$ cat src/rtl/interrupt_arbiter_pkg.sv
// Shared definitions for the interrupt arbiter and the TLX interrupt engine port.
package interrupt_defs;

  typedef enum logic [2:0] {
    ST_IDLE    = 3'b001,
    ST_REQ     = 3'b010,
    ST_RELEASE = 3'b100
  } arb_state_e;

  localparam logic ENG_OP_INT  = 1'b1;  // value driven on eng_int_req to raise an interrupt
  localparam logic ENG_RSP_ACK = 1'b1;  // engine ack level meaning "request accepted"

endpackage

$ cat src/rtl/interrupt_arbiter_rr.sv
// Combinational round-robin arbiter: lowest set request above ptr wins, wrapping via a doubled vector.
module rr_arbiter #(
  parameter  int NREQ = 4,
  localparam int IDW  = $clog2(NREQ)
) (
  input  logic [NREQ-1:0] req_i,
  input  logic [IDW-1:0]  ptr_i,
  output logic [NREQ-1:0] gnt_o,
  output logic [IDW-1:0]  gnt_id_o,
  output logic            any_o
);

  logic [NREQ-1:0]   mask_s;
  logic [2*NREQ-1:0] dbl_s;

  // Lower half holds requests strictly above ptr; upper half is the wrapped full vector.
  always_comb begin
    for (int i = 0; i < NREQ; i++) begin
      mask_s[i] = (i > int'(ptr_i));
    end
    dbl_s    = {req_i, req_i & mask_s};
    gnt_id_o = '0;
    for (int i = 2 * NREQ - 1; i >= 0; i--) begin
      gnt_id_o = dbl_s[i] ? IDW'(i % NREQ) : gnt_id_o;
    end
    any_o = |req_i;
    gnt_o = any_o ? ({{(NREQ-1){1'b0}}, 1'b1} << gnt_id_o) : {NREQ{1'b0}};
  end

endmodule

$ cat src/rtl/interrupt_arbiter.sv
// Shares one TLX interrupt engine among NREQ requesters: round-robin grant, grant-time
// capture of src/ctx, 4-phase req/ack with the engine and a one-cycle ack back to the winner.
module interrupt_arbiter
  import interrupt_defs::*;
#(
  parameter  int NREQ = 4,
  parameter  int CTXW = 9,
  localparam int IDW  = $clog2(NREQ)
) (
  input  logic                 clk,
  input  logic                 resetn,
  input  logic [NREQ-1:0]      req_enable,
  input  logic [NREQ-1:0]      usr_int_req,
  input  logic [NREQ*64-1:0]   usr_int_src,
  input  logic [NREQ*CTXW-1:0] usr_int_ctx,
  output logic [NREQ-1:0]      usr_int_ack,
  output logic                 eng_int_req,
  output logic [63:0]          eng_int_src,
  output logic [CTXW-1:0]      eng_int_ctx,
  input  logic                 eng_int_ack,
  output logic                 arb_busy,
  output logic [IDW-1:0]       arb_grant_id,
  output logic [31:0]          int_count
);

  logic [NREQ-1:0] elig_s;
  logic [NREQ-1:0] gnt_s;
  logic [IDW-1:0]  gnt_id_s;
  logic            any_s;

  arb_state_e      state_q;
  logic [IDW-1:0]  ptr_q;
  logic [IDW-1:0]  gid_q;
  logic [NREQ-1:0] gnt_oh_q;
  logic [NREQ-1:0] ack_q;
  logic [63:0]     src_q;
  logic [CTXW-1:0] ctx_q;
  logic            req_q;
  logic            busy_q;
  logic            rel_cnt_q;
  logic [31:0]     cnt_q;

  assign elig_s = usr_int_req & req_enable;

  rr_arbiter #(.NREQ(NREQ)) u_rr (
    .req_i    (elig_s),
    .ptr_i    (ptr_q),
    .gnt_o    (gnt_s),
    .gnt_id_o (gnt_id_s),
    .any_o    (any_s)
  );

  // Arbitration/handshake FSM with all outputs registered.
  always_ff @(posedge clk or negedge resetn) begin
    if (!resetn) begin
      state_q   <= ST_IDLE;
      ptr_q     <= IDW'(NREQ - 1);
      gid_q     <= '0;
      gnt_oh_q  <= '0;
      ack_q     <= '0;
      src_q     <= 64'd0;
      ctx_q     <= '0;
      req_q     <= 1'b0;
      busy_q    <= 1'b0;
      rel_cnt_q <= 1'b0;
      cnt_q     <= 32'd0;
    end else begin
      ack_q <= '0;
      case (state_q)
        ST_IDLE: begin
          // A stale ack from the previous handshake must clear before a new request starts.
          if (any_s && (eng_int_ack != ENG_RSP_ACK)) begin
            state_q  <= ST_REQ;
            req_q    <= ENG_OP_INT;
            busy_q   <= 1'b1;
            src_q    <= usr_int_src[64*int'(gnt_id_s) +: 64];
            ctx_q    <= usr_int_ctx[CTXW*int'(gnt_id_s) +: CTXW];
            gid_q    <= gnt_id_s;
            ptr_q    <= gnt_id_s;
            gnt_oh_q <= gnt_s;
          end
        end
        ST_REQ: begin
          if (eng_int_ack == ENG_RSP_ACK) begin
            state_q   <= ST_RELEASE;
            req_q     <= 1'b0;
            ack_q     <= gnt_oh_q;
            cnt_q     <= cnt_q + 32'd1;
            rel_cnt_q <= 1'b0;
          end
        end
        ST_RELEASE: begin
          // Two-cycle minimum gives the served requester time to drop its request.
          if (rel_cnt_q && (eng_int_ack != ENG_RSP_ACK)) begin
            state_q <= ST_IDLE;
            busy_q  <= 1'b0;
          end else begin
            rel_cnt_q <= 1'b1;
          end
        end
        default: begin
          state_q <= ST_IDLE;
          req_q   <= 1'b0;
          busy_q  <= 1'b0;
        end
      endcase
    end
  end

  assign usr_int_ack  = ack_q;
  assign eng_int_req  = req_q;
  assign eng_int_src  = src_q;
  assign eng_int_ctx  = ctx_q;
  assign arb_busy     = busy_q;
  assign arb_grant_id = gid_q;
  assign int_count    = cnt_q;

endmodule
$ cat config.mk
export PLATFORM = sky130hd
export DESIGN_NAME = interrupt_arbiter
export DESIGN_NICKNAME = d
export VERILOG_FILES = /design/src/rtl/interrupt_arbiter_pkg.sv /design/src/rtl/interrupt_arbiter_rr.sv /design/src/rtl/interrupt_arbiter.sv
export SDC_FILE = /design/constraint.sdc
export NUM_CORES = 1
export LEC_CHECK = 0
export BUFFER_PORTS_ARGS = -buffer_cell sky130_fd_sc_hd__buf_2
export CORE_AREA = 2 2 160 162
export DETAILED_ROUTE_END_ITERATION = 12
export DIE_AREA = 0 0 162 164
export GPL_TIMING_DRIVEN = 0
export PLACE_DENSITY = 0.69
export SYNTH_ARGS = -nofsm -noshare
export SYNTH_HDL_FRONTEND = slang
export SYNTH_SLANG_ARGS = --single-unit
$ cat constraint.sdc
create_clock -name clk -period 2.6 [get_ports clk]
set_clock_uncertainty 0.15 [all_clocks]
set_input_delay 0.39 -clock clk [delete_from_list [all_inputs] [get_ports clk]]
set_output_delay 0.39 -clock clk [all_outputs]
set_load 0.05 [all_outputs]
**After elaboration in Yosys (flattened, before gate mapping)**

Index checks and enable logic that the tools add are counted.
Widths: inputs -> output; s select.

- Output and inout bits: 113
- Flip-flop bits (word level): 123
- Logic and storage cells: 63
- Input bits: 303

- $lt $le $gt $ge: 3
- Bitwise logic cells: 5
- Add/sub/neg operators: 1
- Eq/ne operators: 7
- Muxes and demuxes: 22
- Reductions and logical operators: 10
- Shifts and indexed selects: 3
- Multipliers: 1

Operators with widths:

| kind | number |
|---|---|
| $shiftx 256x9->64 | 1 |
| $shiftx 36x7->9 | 1 |
| $add 32x1->32 const B | 1 |
| $mux 2 | 8 |
| $mux 4 | 3 |
| $reduce_and 3->1 | 4 |
| $mux 3 | 3 |
| $pmux 3 s3 | 1 |
| $and 4x4->4 | 2 |
| $ne 2x2->1 const B | 4 |
| $mul 4x2->6 const A | 1 |
| $pmux 1 s3 | 2 |
| $gt 2x2->1 const A | 2 |
| $mux 1 | 4 |
| $reduce_and 2->1 | 2 |
| $reduce_or 4->1 | 1 |
| $shl 1x2->4 const A | 1 |
| $eq 3x1->1 const B | 1 |
| $eq 3x2->1 const B | 1 |
| $eq 3x3->1 const B | 1 |
| $not 1->1 | 3 |
| $gt 1x2->1 const A | 1 |
| $logic_and 1x1->1 | 2 |
| $pmux 1 s2 | 1 |
| $reduce_bool 2->1 | 1 |

**Longest topological paths before layout**

Gate-level depths: netlist of run 1.

- Word-level depth: 11
- Mapped depth: 8
- Gate-level depth less buffers: 5

**Modules after synthesis**

Synthesis of run 1 repeated with hierarchy kept, for this count alone.

- Cell total of the unflattened synthesis: 490
- Area, all modules: 6819.0 um^2

By module, submodules not included:

| module | times used | cells an instance | area an instance (um^2) | seq. area each (um^2) |
|---|---|---|---|---|
| interrupt_arbiter | 1 | 462 | 6657.6 | 3081.7 |
| rr_arbiter | 1 | 28 | 161.4 | 0.0 |

**Worst setup path before layout of run 1**

OpenSTA, ideal clock, no wires.

- Kind: register to register
- From: register ptr_q[1]
- To: register src_q[14] (netlist: eng_int_src[14])
- Cell stages (with the launch flop): 7
- Data arrival time: 1961 ps
- Library setup time: 82 ps
- Path slack: 407 ps
- Clock period less this slack: 2193 ps
- Buffers on the path: 2
- Required time: 2368 ps
- Cell sequence: dfstp_2 -> buf_2 -> inv_2 -> a222oi_1 -> buf_4 -> mux2_1 -> a31oi_1

- Longest elaborated chain between the ends: 7
- Elaborated cells between the ends (all ways): 9
- Those cells by class: order compare: 3; shift: 1; mux: 4; bitwise: 1

RTL lines:

| item | RTL line | source |
|---|---|---|
| start, declared | interrupt_arbiter.sv:32 | `logic [IDW-1:0] ptr_q;` |
| start signal, assigned | interrupt_arbiter.sv:57 | `ptr_q <= IDW'(NREQ - 1);` |
| start signal, assigned | interrupt_arbiter.sv:79 | `ptr_q <= gnt_id_s;` |
| $gt 2x2->1 | interrupt_arbiter_rr.sv:19 | `mask_s[i] = (i > int'(ptr_i));` |
| $and 4x4->4 * | interrupt_arbiter_rr.sv:21 | `dbl_s = {req_i, req_i & mask_s};` |
| $mux 2 (2 in a row) | interrupt_arbiter_rr.sv:24 | `gnt_id_o = dbl_s[i] ? IDW'(i % NREQ) : gnt_id_o;` |
| $mux 2 * (2 in a row) | interrupt_arbiter_rr.sv:24 |  |
| $shiftx 256x9->64 * | interrupt_arbiter.sv:76 | `src_q <= usr_int_src[64*int'(gnt_id_s) +: 64];` |
| end signal, assigned | interrupt_arbiter.sv:76 |  |
| end, declared | interrupt_arbiter.sv:36 | `logic [63:0] src_q;` |

Mark *: on every way between the ends. The rest lies on a longest branch, timed or not.
A chain may end at the register's enable or synchronous reset.

**Worst setup path after layout of run 1**

- From: register ptr_q[1]
- To: register ctx_q[5] (netlist: eng_int_ctx[5])

- Longest elaborated chain between the ends: 8
- Elaborated cells between the ends (all ways): 10
- Those cells by class: mul: 1; order compare: 3; shift: 1; mux: 4; bitwise: 1

RTL lines:

| item | RTL line | source |
|---|---|---|
| $gt 2x2->1 | interrupt_arbiter_rr.sv:19 |  |
| $and 4x4->4 * | interrupt_arbiter_rr.sv:21 |  |
| $mux 2 (2 in a row) | interrupt_arbiter_rr.sv:24 |  |
| $mux 2 * (2 in a row) | interrupt_arbiter_rr.sv:24 |  |
| $mul 4x2->6 * | interrupt_arbiter.sv:77 | `ctx_q <= usr_int_ctx[CTXW*int'(gnt_id_s) +: CTXW];` |
| $shiftx 36x7->9 * | interrupt_arbiter.sv:77 |  |
| end signal, assigned | interrupt_arbiter.sv:77 |  |
| end, declared | interrupt_arbiter.sv:37 | `logic [CTXW-1:0] ctx_q;` |

Marked as above.

==> out/qor.yml, run 1 <==
floorplanning:
  chipHeight_um: 164
  io_pins: 416
  fp-row-count: 58
  core_area_mm2: 0.0248
  dieArea_mm2: 0.0266
  start_util: 0.294
  die_w_um: 162
yosys:
  synth_seq_cells: 123
  ys.flop_type: "dfrtp_1"
  yosys.cell_types.count: 56
  synth_cells: 777
  syn_avg_cell_area_um2: 9.39
  synth_area_mm2: 0.00730
  synth_edf_count: 0
  synth_seq_area_share: 0.422
  synthArstFlopShare: 1.00
  synth_common_cells: "120 x dfrtp_1, 96 x nand3_1, 75 x o21ai_0"
  yosys.area.top_type: "dfrtp_1"
  yosys_warnings: 0
  syn_nets: 1081
  synth_area_leaders: "dfrtp_1 41%, a221o_1 8.2%, o22a_1 7.2%"
  synth_most_common_cell: "dfrtp_1"
  synth_top_area_share: 0.411
detailed_routing:
  first_pass_iters: 6
  vias: 8420
  wl_per_cell_um: 19.6
  drc_errors: 0
  ant_nets: 0
  routed_wl_um: 30600
  drt_iter0_markers: 757
  vias_per_cell: 5.39
sta:
  slew-limit-headroom: 0.586
  maxSlewViolCount: 0
  period_share: 0.947
  fmax_ghz: 0.406
  hold_viol_final: 0
  rsz0062_at_grt: "false"
  whs_ns: 0.154
  max_slew.worst_pin.slew_ns: 0.622
  period_needed_ns: 2.46
  setup_violations: 0
worst_setup_path:
  required_ns: 2.75
  cp-end-kind: "register"
  cp_max_fo: 10
  arrival_ns: 2.62
  crit_path_start_kind: "register"
  critical_path_class: "reg2reg"
clocking:
  clk_latency_ns: 0.41
  cts.sinks: 123
  clockRootBuffer: "clkbuf_16"
  cts_tree: "yes"
  path_clk_slew_ns: 0.06
  htree_levels: 4
  clockBufferDepth: 2
  cts_buffers: 17
run:
  max-cap-violations: 0
global_routing:
  grt_max_degree: 65
  grt_pass1_wl_um: 45000
  antenna_found_initial: 3
  grtUsageTotal: 0.221
  grt-ovfl-total: 0
  grt_pass1_vias: 8005
power:
  p_seq_frac: 0.270
  switching_share: 0.488
  power_switching_w: 0.00549
  clkPwrFrac: 0.216
  power_frac_comb: 0.515
  power.density_mw_per_mm2: 1070
  ir_drop_v: 0.000555
  p_int_w: 0.00576
  power_leakage_nw: 4.98
cells_and_area:
  fillerInstances: 2547
  syn_to_final_growth_pct: 43.7
  register_area_mm2: 0.00308
  fin_area_mm2: 0.0105
  drive_gt1_frac: 0.428
  fin_nets: 1520
  fin_cells: 1562
  multi_input_area_mm2: 0.00385
place:
  place.gp.congestion: 0.905
  dp.cells: 1524
  dp_hpwl_um: 23600
  portBuffers: 415
  place_area_mm2: 0.00983
status:
  status: "finished, final reports clean"
min_path:
  hold_class: "in2reg"
## worst max-delay path, stage by stage (launching register included)
cell and delay (ns):
dfstp_2 0.50, buf_2 0.19, inv_2 0.08, a221oi_1 0.33, nor3_2 0.13, buf_2 0.19, buf_2 0.23, a221o_1 0.39
o22a_1 0.16
## layout by cell type, fill, tap and decap left out, types with 6 or more instances in the layout
master / count
a21oi_1: 66
a221o_1: 60
a31oi_1: 13
and2_1: 7
buf_2: 434
buf_6: 6
clkbuf_1: 26
clkbuf_16: 17
clkbuf_2: 17
dfrtp_1: 120
mux2_1: 14
mux2_2: 13
nand2_1: 32
nand2b_1: 13
nand3_1: 96
nand4_1: 9
nor2_1: 31
o21ai_0: 75
o22a_1: 60
xnor2_1: 20
xor2_1: 11
## metrics by stage
stage / worst slack, ns / TNS (ns) / utilization / power (W)
CTS: 0.00834 / 0 / 0.421 / 0.0113
global route: 0.00351 / 0 / 0.423 / 0.0118
global placement: -0.705 / -110.41 / 0.394 / 0.00875
finish: 0.137 / 0 / 0.423 / 0.0113
detailed placement: -0.638 / -20.80 / 0.396 / 0.00881
floorplan: 0.407 / 0 / - / 0.00710
## per-layer routing
metal	share of wire	wire, um	up-vias	global-route usage
met5	0	0	-	0
met4	0.020	626	0	0.0672
met3	0.076	2330	40	0.0434
met2	0.50	15300	447	0.388
met1	0.40	12300	4081	0.275
li1	-	-	3852	-
## area by class of cell
cell class / count / area share
clock buffers: 17 / 0.0405
clock inverters: 15 / 0.0159
diodes: 3 / 0.000715
inverters: 6 / 0.00215
flip-flops and latches: 123 / 0.294
plain buffers: 76 / 0.0365
repair buffers: 420 / 0.204
well taps: 330 / 0.0394
multi-input cells: 572 / 0.367
## cell families (layout without fill, tap and decap cells)
group                      after synthesis  in the layout  synth area share
other                                    0              3                 0
adders and majority gates                1              1           0.00171
DFF                                    123            123             0.422
xor gates and xnor gates                31             31            0.0372
and+or+nand+nor                        218            218             0.158
buffers and inverters                   82            534            0.0523
AOI/OAI and AO/OA                      295            295             0.287
muxes                                   27             27            0.0417
## registers in the layout, indices dropped and copies added, names as in the netlist, 2 cells and up
| signal | flops |
|---|---|
| eng_int_src | 64 |
| int_count | 32 |
| eng_int_ctx | 9 |
| gnt_oh_q | 4 |
| usr_int_ack | 4 |
| state_q | 3 |
| arb_grant_id | 2 |
| ptr_q | 2 |
## repair_timing
item / CTS / global route
hold endpoints to repair: 56 / 0
pin swaps: 0 / 2
buffers inserted: 0 / 2
endpoints found under the setup margin: 15 / 63
hold buffers: 1 / 0
resized for setup: 3 / 31
## power groups by stage
stage / Clock (W) / Sequential (W) / Combinational (W)
final: 0.00242 / 0.00304 / 0.00579
after global routing: 0.00256 / 0.00311 / 0.00610
after global placement: 0 / 0.00303 / 0.00572
after CTS: 0.00248 / 0.00303 / 0.00578
after floorplan: 0 / 0.00521 / 0.00189
after detailed placement: 0 / 0.00305 / 0.00576
## final timing paths
check                                                   end  cells after the start                     from  slack, ns
worst min-delay path                 state_q[2]$_DFFE_PN0P_                      3              eng_int_ack       0.15
worst min register to register     usr_int_ack[0]$_DFF_PN0_                      1  gnt_oh_q[0]$_DFFE_PN0P_       0.32
max in group asynchronous       eng_int_src[39]$_DFFE_PN0P_                      3                   resetn       1.18
worst max-delay path             eng_int_ctx[5]$_DFFE_PN0P_                      8     ptr_q[1]$_DFFE_PN1P_       0.14
worst max register to register   eng_int_ctx[5]$_DFFE_PN0P_                      8     ptr_q[1]$_DFFE_PN1P_       0.14
min in group asynchronous        eng_int_ctx[5]$_DFFE_PN0P_                      2                   resetn       0.35
Note: power is estimated with default switching activity, not from simulation.
==> run 2: changes to the inputs <==
- CTS_BUF_LIST: unset -> sky130_fd_sc_hd__clkbuf_16
- SLEW_MARGIN: unset -> 10
==> run 2 against run 1 <==
Non-clock buffer count decreased by 1. Count of clock-buffer cells in the layout unchanged. Critical path depth decreased by 1. Sequential cell count unchanged. Critical path type unchanged. Final cell count unchanged. Sequential share of layout area increased by 0.12 points. Worst setup slack got worse by 0.034 ns. Fmax decreased by 1.4%. First-iteration DRC count decreased by 14%.
==> out/qor.yml, run 2 (same netlist as run 1, synthesis figures left out) <==
worst_setup_path:
  crit_path_start_kind: "register"  # unchanged
  cp-end-kind: "register"  # unchanged
  worstPathCellList: "nand3b_1 > and3_1 > clkbuf_4 > clkbuf_1 > o21ai_0 > a21oi_1 > o22a_1"  # was buf_2 > inv_2 > a221oi_1 > nor3_2 > buf_2 > buf_2 > a221o_1 > o22a_1
  cp_num_buf_inv: 2  # was 4
  rrSetupSlack_ns: 0.10  # was 0.14 ns
  crit_path_max_incr_delay_ns: 0.59  # was 0.50 ns
  r2r-start: "ptr_q[0]$_DFFE_PN1P_"  # was ptr_q[1]$_DFFE_PN1P_
  reg2reg_to: "eng_int_src[13]$_DFFE_PN0P_"  # was eng_int_ctx[5]$_DFFE_PN0P_
  arrival_ns: 2.70  # was 2.62 ns
  rr_worst_depth: 7  # was 8
  critical-path-slowest-cell: "dfstp_2"  # unchanged
  critical_path_class: "reg2reg"  # unchanged
  cp_max_fo: 10  # unchanged
  required_ns: 2.80  # was 2.75 ns
  path_delay_family: "buffers and inverters"  # was compound AO/OA/AOI/OAI gates
power:
  p_total_w: 0.0111  # was 0.0113 W
  ir_drop_v: 0.000605  # was 0.000555 V
  power_leakage_nw: 4.93  # was 4.98 nW
  power.density_mw_per_mm2: 1060  # was 1070 mW/mm2
detailed_routing:
  vias_per_cell: 5.36  # was 5.39
  wl_per_cell_um: 19.5  # was 19.6 um
  vias: 8375  # was 8420
  ant_nets: 0  # unchanged
  first_pass_iters: 5  # was 6
  routed_wl_um: 30400  # was 30600 um
  drt_iter0_markers: 654  # was 757
  drc_errors: 0  # unchanged
floorplanning:
  start_util: 0.294  # unchanged
  die_w_um: 162  # unchanged
  core_area_mm2: 0.0248  # unchanged
  fp-row-count: 58  # unchanged
  chipHeight_um: 164  # unchanged
  io_pins: 416  # unchanged
  dieArea_mm2: 0.0266  # unchanged
clocking:
  cts_tree: "yes"  # unchanged
  htree_levels: 4  # unchanged
  clockBufferDepth: 2  # unchanged
  clk_latency_ns: 0.41  # about the same
  cts.sinks: 123  # unchanged
  clockRootBuffer: "clkbuf_16"  # unchanged
  cts_buffers: 17  # unchanged
  path_clk_slew_ns: 0.06  # about the same
global_routing:
  antenna_found_initial: 4  # was 3
  grt_pass1_vias: 8099  # was 8005
  grtUsageTotal: 0.220  # was 0.221
  grt_max_degree: 65  # unchanged
  grt_pass1_wl_um: 44800  # was 45000 um
  grt-ovfl-total: 0  # unchanged
sta:
  rsz0062_at_grt: "false"  # unchanged
  setup_tns_ns: 0  # unchanged
  setup_violations: 0  # unchanged
  worst_slack_ns: 0.103  # was 0.137 ns
  period_share: 0.961  # was 0.947
  fmax_ghz: 0.400  # was 0.406 GHz
  period_needed_ns: 2.50  # was 2.46 ns
  max_slew.worst_pin.slew_ns: 0.610  # was 0.622 ns
  maxSlewViolCount: 0  # unchanged
  hold_viol_final: 0  # unchanged
  slew-limit-headroom: 0.593  # was 0.586
min_path:
  hold_depth: 3  # unchanged
  hold_class: "in2reg"  # unchanged
  holdPathEnd: "state_q[2]$_DFFE_PN0P_"  # unchanged
  hp-start: "eng_int_ack"  # unchanged
cells_and_area:
  final_cell_mix: "433 x buf_2, 120 x dfrtp_1, 96 x nand3_1"  # was 434 x buf_2, 120 x dfrtp_1, 96 x nand3_1
  syn_to_final_growth_pct: 43.1  # was 43.7%
  fin_nets: 1519  # was 1520
  drive_gt1_frac: 0.421  # was 0.428
  fillerInstances: 2574  # was 2547
  largest_reg_flops: 64  # unchanged
  final_common_cell: "buf_2"  # unchanged
  fin_area_mm2: 0.0104  # was 0.0105 mm2
place:
  dp_hpwl_um: 23600  # about the same
  portBuffers: 415  # unchanged
  place.gp.congestion: 0.905  # unchanged
  dp_slack_ns: -0.637  # was -0.638 ns
  place_area_mm2: 0.00983  # unchanged
status:
  status: "finished, final reports clean"  # unchanged
run:
  max-cap-violations: 0  # unchanged
run 2: changes by cell type in the layout (fill, tap and decap cells not counted), sizes merged:
| cell | delta |
|---|---|
| buf | -1 |
| clkinv | -1 |
| bufinv | -1 |
| diode | +1 |
| clkinvlp | +3 |
| inv | -1 |
run 2: worst max-delay path by stage:
stage	startpoint	to	slack [ns]	cells after the start
6_report	ptr_q[0]$_DFFE_PN1P_	eng_int_src[13]$_DFFE_PN0P_	0.10	7
5_1_grt	ptr_q[0]$_DFFE_PN1P_	eng_int_src[48]$_DFFE_PN0P_	0.002	7
4_1_cts	ptr_q[0]$_DFFE_PN1P_	eng_int_src[62]$_DFFE_PN0P_	0.006	7
3_5_place_dp	usr_int_req[3]	eng_int_ctx[5]$_DFFE_PN0P_	-0.64	8
3_3_place_gp	resetn	eng_int_src[33]$_DFFE_PN0P_	-0.70	1
2_1_floorplan	ptr_q[1]$_DFFE_PN1P_	eng_int_src[14]$_DFFE_PN0P_	0.41	6
run 2: worst reg2reg max path, delay by kind of cell, from the launching register on:
kind | cells | cell delay [ns]
AOI/OAI and AO/OA | 3 | 0.51
DFF | 1 | 0.59
and+or+nand+nor | 2 | 0.51
buffers and inverters | 2 | 0.70
run 2: cell type report:
cell class	instances	area, um2	share of cell area
antenna	4	10.0	0.000958
sequential	123	3080	0.295
clock inverter	15	125	0.0120
tap	330	413	0.0395
clock buffer	17	425	0.0407
buffer	76	377	0.0360
multi-input combinational	572	3860	0.369
timing repair buffer	419	2140	0.204
inverter	6	22.5	0.00216
run 2: power by group:
group	switching (W)	total, W	leakage, nW	internal (W)
registers	0.000426	0.00303	1.48	0.00261
clock network	0.000946	0.00226	0.262	0.00131
logic	0.00408	0.00580	3.18	0.00171
total	0.00546	0.0111	4.93	0.00563
run 2: what timing repair did:
item,4_1_cts,5_1_grt
endpoints found under the hold margin,56,0
resized for setup,4,21
gates cloned,0,0
endpoints found under the setup margin,61,68
setup buffers,0,2
hold buffers,1,0
run 2: through the flow:
step | util | hold slack, ns | std cells
after floorplan | - | -0.0556 | 777
after global placement | 0.394 | 0.300 | 1522
after detailed placement | 0.396 | 0.264 | 1523
after CTS | 0.419 | 0.145 | 1556
after global routing | 0.421 | 0.157 | 1562
final | 0.421 | 0.158 | 1562
run 2: layer usage:
metal / GRT usage / up-vias / wire length, um
li1: - / 3855 / -
met1: 0.267 / 4067 / 12300
met5: 0 / - / 0
met2: 0.391 / 405 / 15400
met3: 0.0487 / 48 / 2190
met4: 0.0640 / 0 / 564
==> run 3: changes to the inputs <==
- BUFFER_PORTS_ARGS: -buffer_cell sky130_fd_sc_hd__buf_2 -> unset
- CORE_AREA: 2 2 160 162 -> 2 2 163 165
- CTS_BUF_LIST: sky130_fd_sc_hd__clkbuf_16 -> sky130_fd_sc_hd__clkbuf_4
- DIE_AREA: 0 0 162 164 -> 0 0 165 167
- DONT_BUFFER_PORTS: unset -> 1
- PLACE_DENSITY: 0.69 -> 0.54
- TNS_END_PERCENT: unset -> 100
==> run 3 against run 2 <==
The run now fails in clock tree synthesis (4_1_cts). Area after synthesis unchanged. Synthesized cell count unchanged.
==> out/qor.yml, run 3 <==
yosys:
  synth_seq_area_share: 0.422  # unchanged
  synth_seq_cells: 123  # unchanged
  yosys_warnings: 0  # unchanged
  synth_area_leaders: "dfrtp_1 41%, a221o_1 8.2%, o22a_1 7.2%"  # unchanged
  synthXorXnorAreaFrac: 0.0372  # unchanged
  synth_edf_count: 0  # unchanged
  synth_most_common_cell: "dfrtp_1"  # unchanged
  syn_nets: 1081  # unchanged
  synthMuxAreaShare: 0.0417  # unchanged
  yosys.area.top_type: "dfrtp_1"  # unchanged
  synth_compound_area_frac: 0.287  # unchanged
  synth_area_mm2: 0.00730  # unchanged
  synth_common_cells: "120 x dfrtp_1, 96 x nand3_1, 75 x o21ai_0"  # unchanged
  yosys.cell_types.count: 56  # unchanged
  synthArstFlopShare: 1.00  # unchanged
  yosys.area_share.simple: 0.158  # unchanged
  synthAdderAreaFrac: 0.00171  # unchanged
  synth_top_family_by_area: "compound AO/OA/AOI/OAI gates"  # unchanged
  synth_top_area_share: 0.411  # unchanged
  syn_avg_cell_area_um2: 9.39  # unchanged
  synth_cells: 777  # unchanged
  ys.flop_type: "dfrtp_1"  # unchanged
clocking:
  ctsResizeCount: 10  # was 4
  ctsHoldBuffers: 230  # was 1
  clockRootBuffer: "clkbuf_4"  # was clkbuf_16
  post_cts_buffers: 0  # unchanged
  cts.sinks: 123  # unchanged
  htree_levels: 4  # unchanged
  cts_buffers: 17  # unchanged
  clockBufferDepth: 2  # unchanged
place:
  dp_hpwl_um: 22900  # was 23600 um
  dp_slack_ns: -0.584  # was -0.637 ns
  portBuffers: 0  # was 415
  place.gp.congestion: 0.881  # was 0.905
status:
  stop_stage: "clock tree synthesis (4_1_cts)"
  first-error: "[ERROR RSZ-0060] Max buffer count reached."
  status: "aborted with a tool error"  # was finished, final reports clean
floorplanning:
  die_w_um: 165  # was 162 um
  chipHeight_um: 167  # was 164 um
  start_util: 0.283  # was 0.294
  fp-row-count: 59  # was 58
  io_pins: 416  # unchanged
run 3: metrics by stage:
step	instance area [um2]	util	cells	setup TNS, ns
3_5_place_dp	7730	0.300	1113	-19.35
3_3_place_gp	7720	0.300	1112	-32.78
2_1_floorplan	7300	-	777	0
run 3: kinds of logic after synthesis:
group / after synthesis
and+or+nand+nor: 218
AOI/OAI and AO/OA: 295
DFF: 123
xor gates and xnor gates: 31
muxes: 27
adders and majority gates: 1
buffers and inverters: 82
==> run 4: changes to the inputs <==
- CORE_AREA: 2 2 163 165 -> 2 2 160 162
- CTS_BUF_LIST: sky130_fd_sc_hd__clkbuf_4 -> unset
- DIE_AREA: 0 0 165 167 -> 0 0 162 164
- PLACE_DENSITY: 0.54 -> unset
- PLACE_DENSITY_LB_ADDON: unset -> 0.15
==> run 4 against run 3 <==
The flow now finishes, with violations (hold timing).
==> out/qor.yml, run 4 (same netlist as run 1, synthesis figures left out) <==
global_routing:
  grt_pass1_wl_um: 44100
  grt_pass1_vias: 6791
  grtUsageTotal: 0.224
  grt-ovfl-total: 0
  grt_max_degree: 124
  antenna_found_initial: 5
detailed_routing:
  drt_iter0_markers: 476
  routed_wl_um: 30500
  vias: 6565
  drc_errors: 0
  vias_per_cell: 5.74
  ant_nets: 0
  first_pass_iters: 4
  wl_per_cell_um: 26.6
floorplanning:
  io_pins: 416  # unchanged
  fp-row-count: 58  # was 59
  die_w_um: 162  # was 165 um
  core_area_mm2: 0.0248
  chipHeight_um: 164  # was 167 um
  start_util: 0.294  # was 0.283
  dieArea_mm2: 0.0266
cells_and_area:
  largest_reg_flops: 64
  fin_nets: 1102
  syn_to_final_growth_pct: 14.9
  drive_gt1_frac: 0.148
  fin_cells: 1144
  final_cell_mix: "113 x dfrtp_1, 95 x nand3_1, 75 x o21ai_0"
  utilization: 0.338
  fin_area_mm2: 0.00839
  final_common_cell: "dfrtp_1"
sta:
  maxSlewViolCount: 0
  whs_ns: -0.475
  slew-limit-headroom: 0.574
  hold_viol_final: 123
  period_share: 0.933
  setup_violations: 0
  max_slew.worst_pin.slew_ns: 0.640
  setup_tns_ns: 0
  period_needed_ns: 2.43
  rsz0062_at_grt: "true"
  fmax_ghz: 0.412
clocking:
  cts_buffers: 17  # unchanged
  htree_levels: 4  # unchanged
  clockBufferDepth: 2  # unchanged
  clockRootBuffer: "clkbuf_16"  # was clkbuf_4
  cts.sinks: 123  # unchanged
  clk_latency_ns: 0.41
  ctsHoldBuffers: 1  # was 230
  path_clk_slew_ns: 0.06
  cts_tree: "yes"
worst_setup_path:
  cp_max_fo: 10
  required_ns: 2.79
  crit_path_start_kind: "register"
  arrival_ns: 2.62
  critical_path_class: "reg2reg"
  cp-end-kind: "register"
  rrSetupSlack_ns: 0.17
power:
  clkPwrFrac: 0.230
  power_switching_w: 0.00523
  power.density_mw_per_mm2: 1230
  power_leakage_nw: 3.27
  p_int_w: 0.00511
  ir_drop_v: 0.000536
  power_frac_comb: 0.243
  p_seq_frac: 0.527
  switching_share: 0.506
place:
  place_area_mm2: 0.00771  # was 0.00773 mm2
  portBuffers: 0  # unchanged
  dp.cells: 1107  # was 1113
  dp_hpwl_um: 23200  # was 22900 um
  place.gp.congestion: 0.869  # was 0.881
min_path:
  hold_class: "in2async"
status:
  violations: "hold timing"
  status: "complete, but fails checks"  # was aborted with a tool error
run:
  max-cap-violations: 0
-- run 4: metrics by stage --
step | power (W) | setup slack, ns
floorplan | 0.00710 | 0.407
global placement | 0.00799 | -0.518
detailed placement | 0.00797 | -0.471
CTS | 0.0104 | 0.0122
global route | 0.0109 | -0.00420
finish | 0.0103 | 0.173
-- run 4: worst paths after layout --
kind                                          from                          end  cells past startpoint
min reg2reg                gnt_oh_q[2]$_DFFE_PN0P_      gnt_oh_q[2]$_DFFE_PN0P_                      2
max reg2reg                   ptr_q[0]$_DFFE_PN1P_   eng_int_ctx[1]$_DFFE_PN0P_                      7
max in group asynchronous                   resetn         ptr_q[0]$_DFFE_PN1P_                      0
min                                         resetn  arb_grant_id[1]$_DFFE_PN0P_                      0
min in group clk                       eng_int_ack        rel_cnt_q$_DFFE_PN0P_                      3
max                           ptr_q[0]$_DFFE_PN1P_   eng_int_ctx[1]$_DFFE_PN0P_                      7
-- run 4: routing by layer --
metal	global-route usage	routed length, um
met1	0.269	12000
met2	0.376	15100
met3	0.0806	2850
met4	0.0672	501
met5	0	27
-- run 4: layout make-up --
type | count | area (um2)
diodes | 4 | 10.0
plain buffers | 76 | 389
flip-flops and latches | 123 | 3090
repair buffers | 2 | 17.5
fillers | 2646 | 16400
multi-input cells | 572 | 3870
inverters | 6 | 22.5
clock inverters | 14 | 149
clock buffers | 17 | 425
well taps | 330 | 413
-- run 4: worst max-delay path, cell delays in order (launching register included) --
cell and delay (ns):
dfstp_2 0.59, nand3b_1 0.26, o211ai_1 0.14, a32o_1 0.23
buf_2 0.23, clkbuf_2 0.27, a21oi_1 0.29, o22a_1 0.19
-- run 4: timing repair --
item                                   4_1_cts  5_1_grt
pin swaps                                    0        2
endpoints found under the hold margin      124      123
gates resized for setup                      7       43
setup buffers                                0        1
setup endpoints to repair                   65       77
-- run 4: power groups by stage --
stage	Clock (W)	Combinational [W]	Sequential (W)
after floorplan	0	0.00189	0.00521
after global placement	0	0.00247	0.00552
after detailed placement	0	0.00248	0.00549
after CTS	0.00244	0.00250	0.00547
after global routing	0.00253	0.00280	0.00554
final	0.00238	0.00251	0.00545
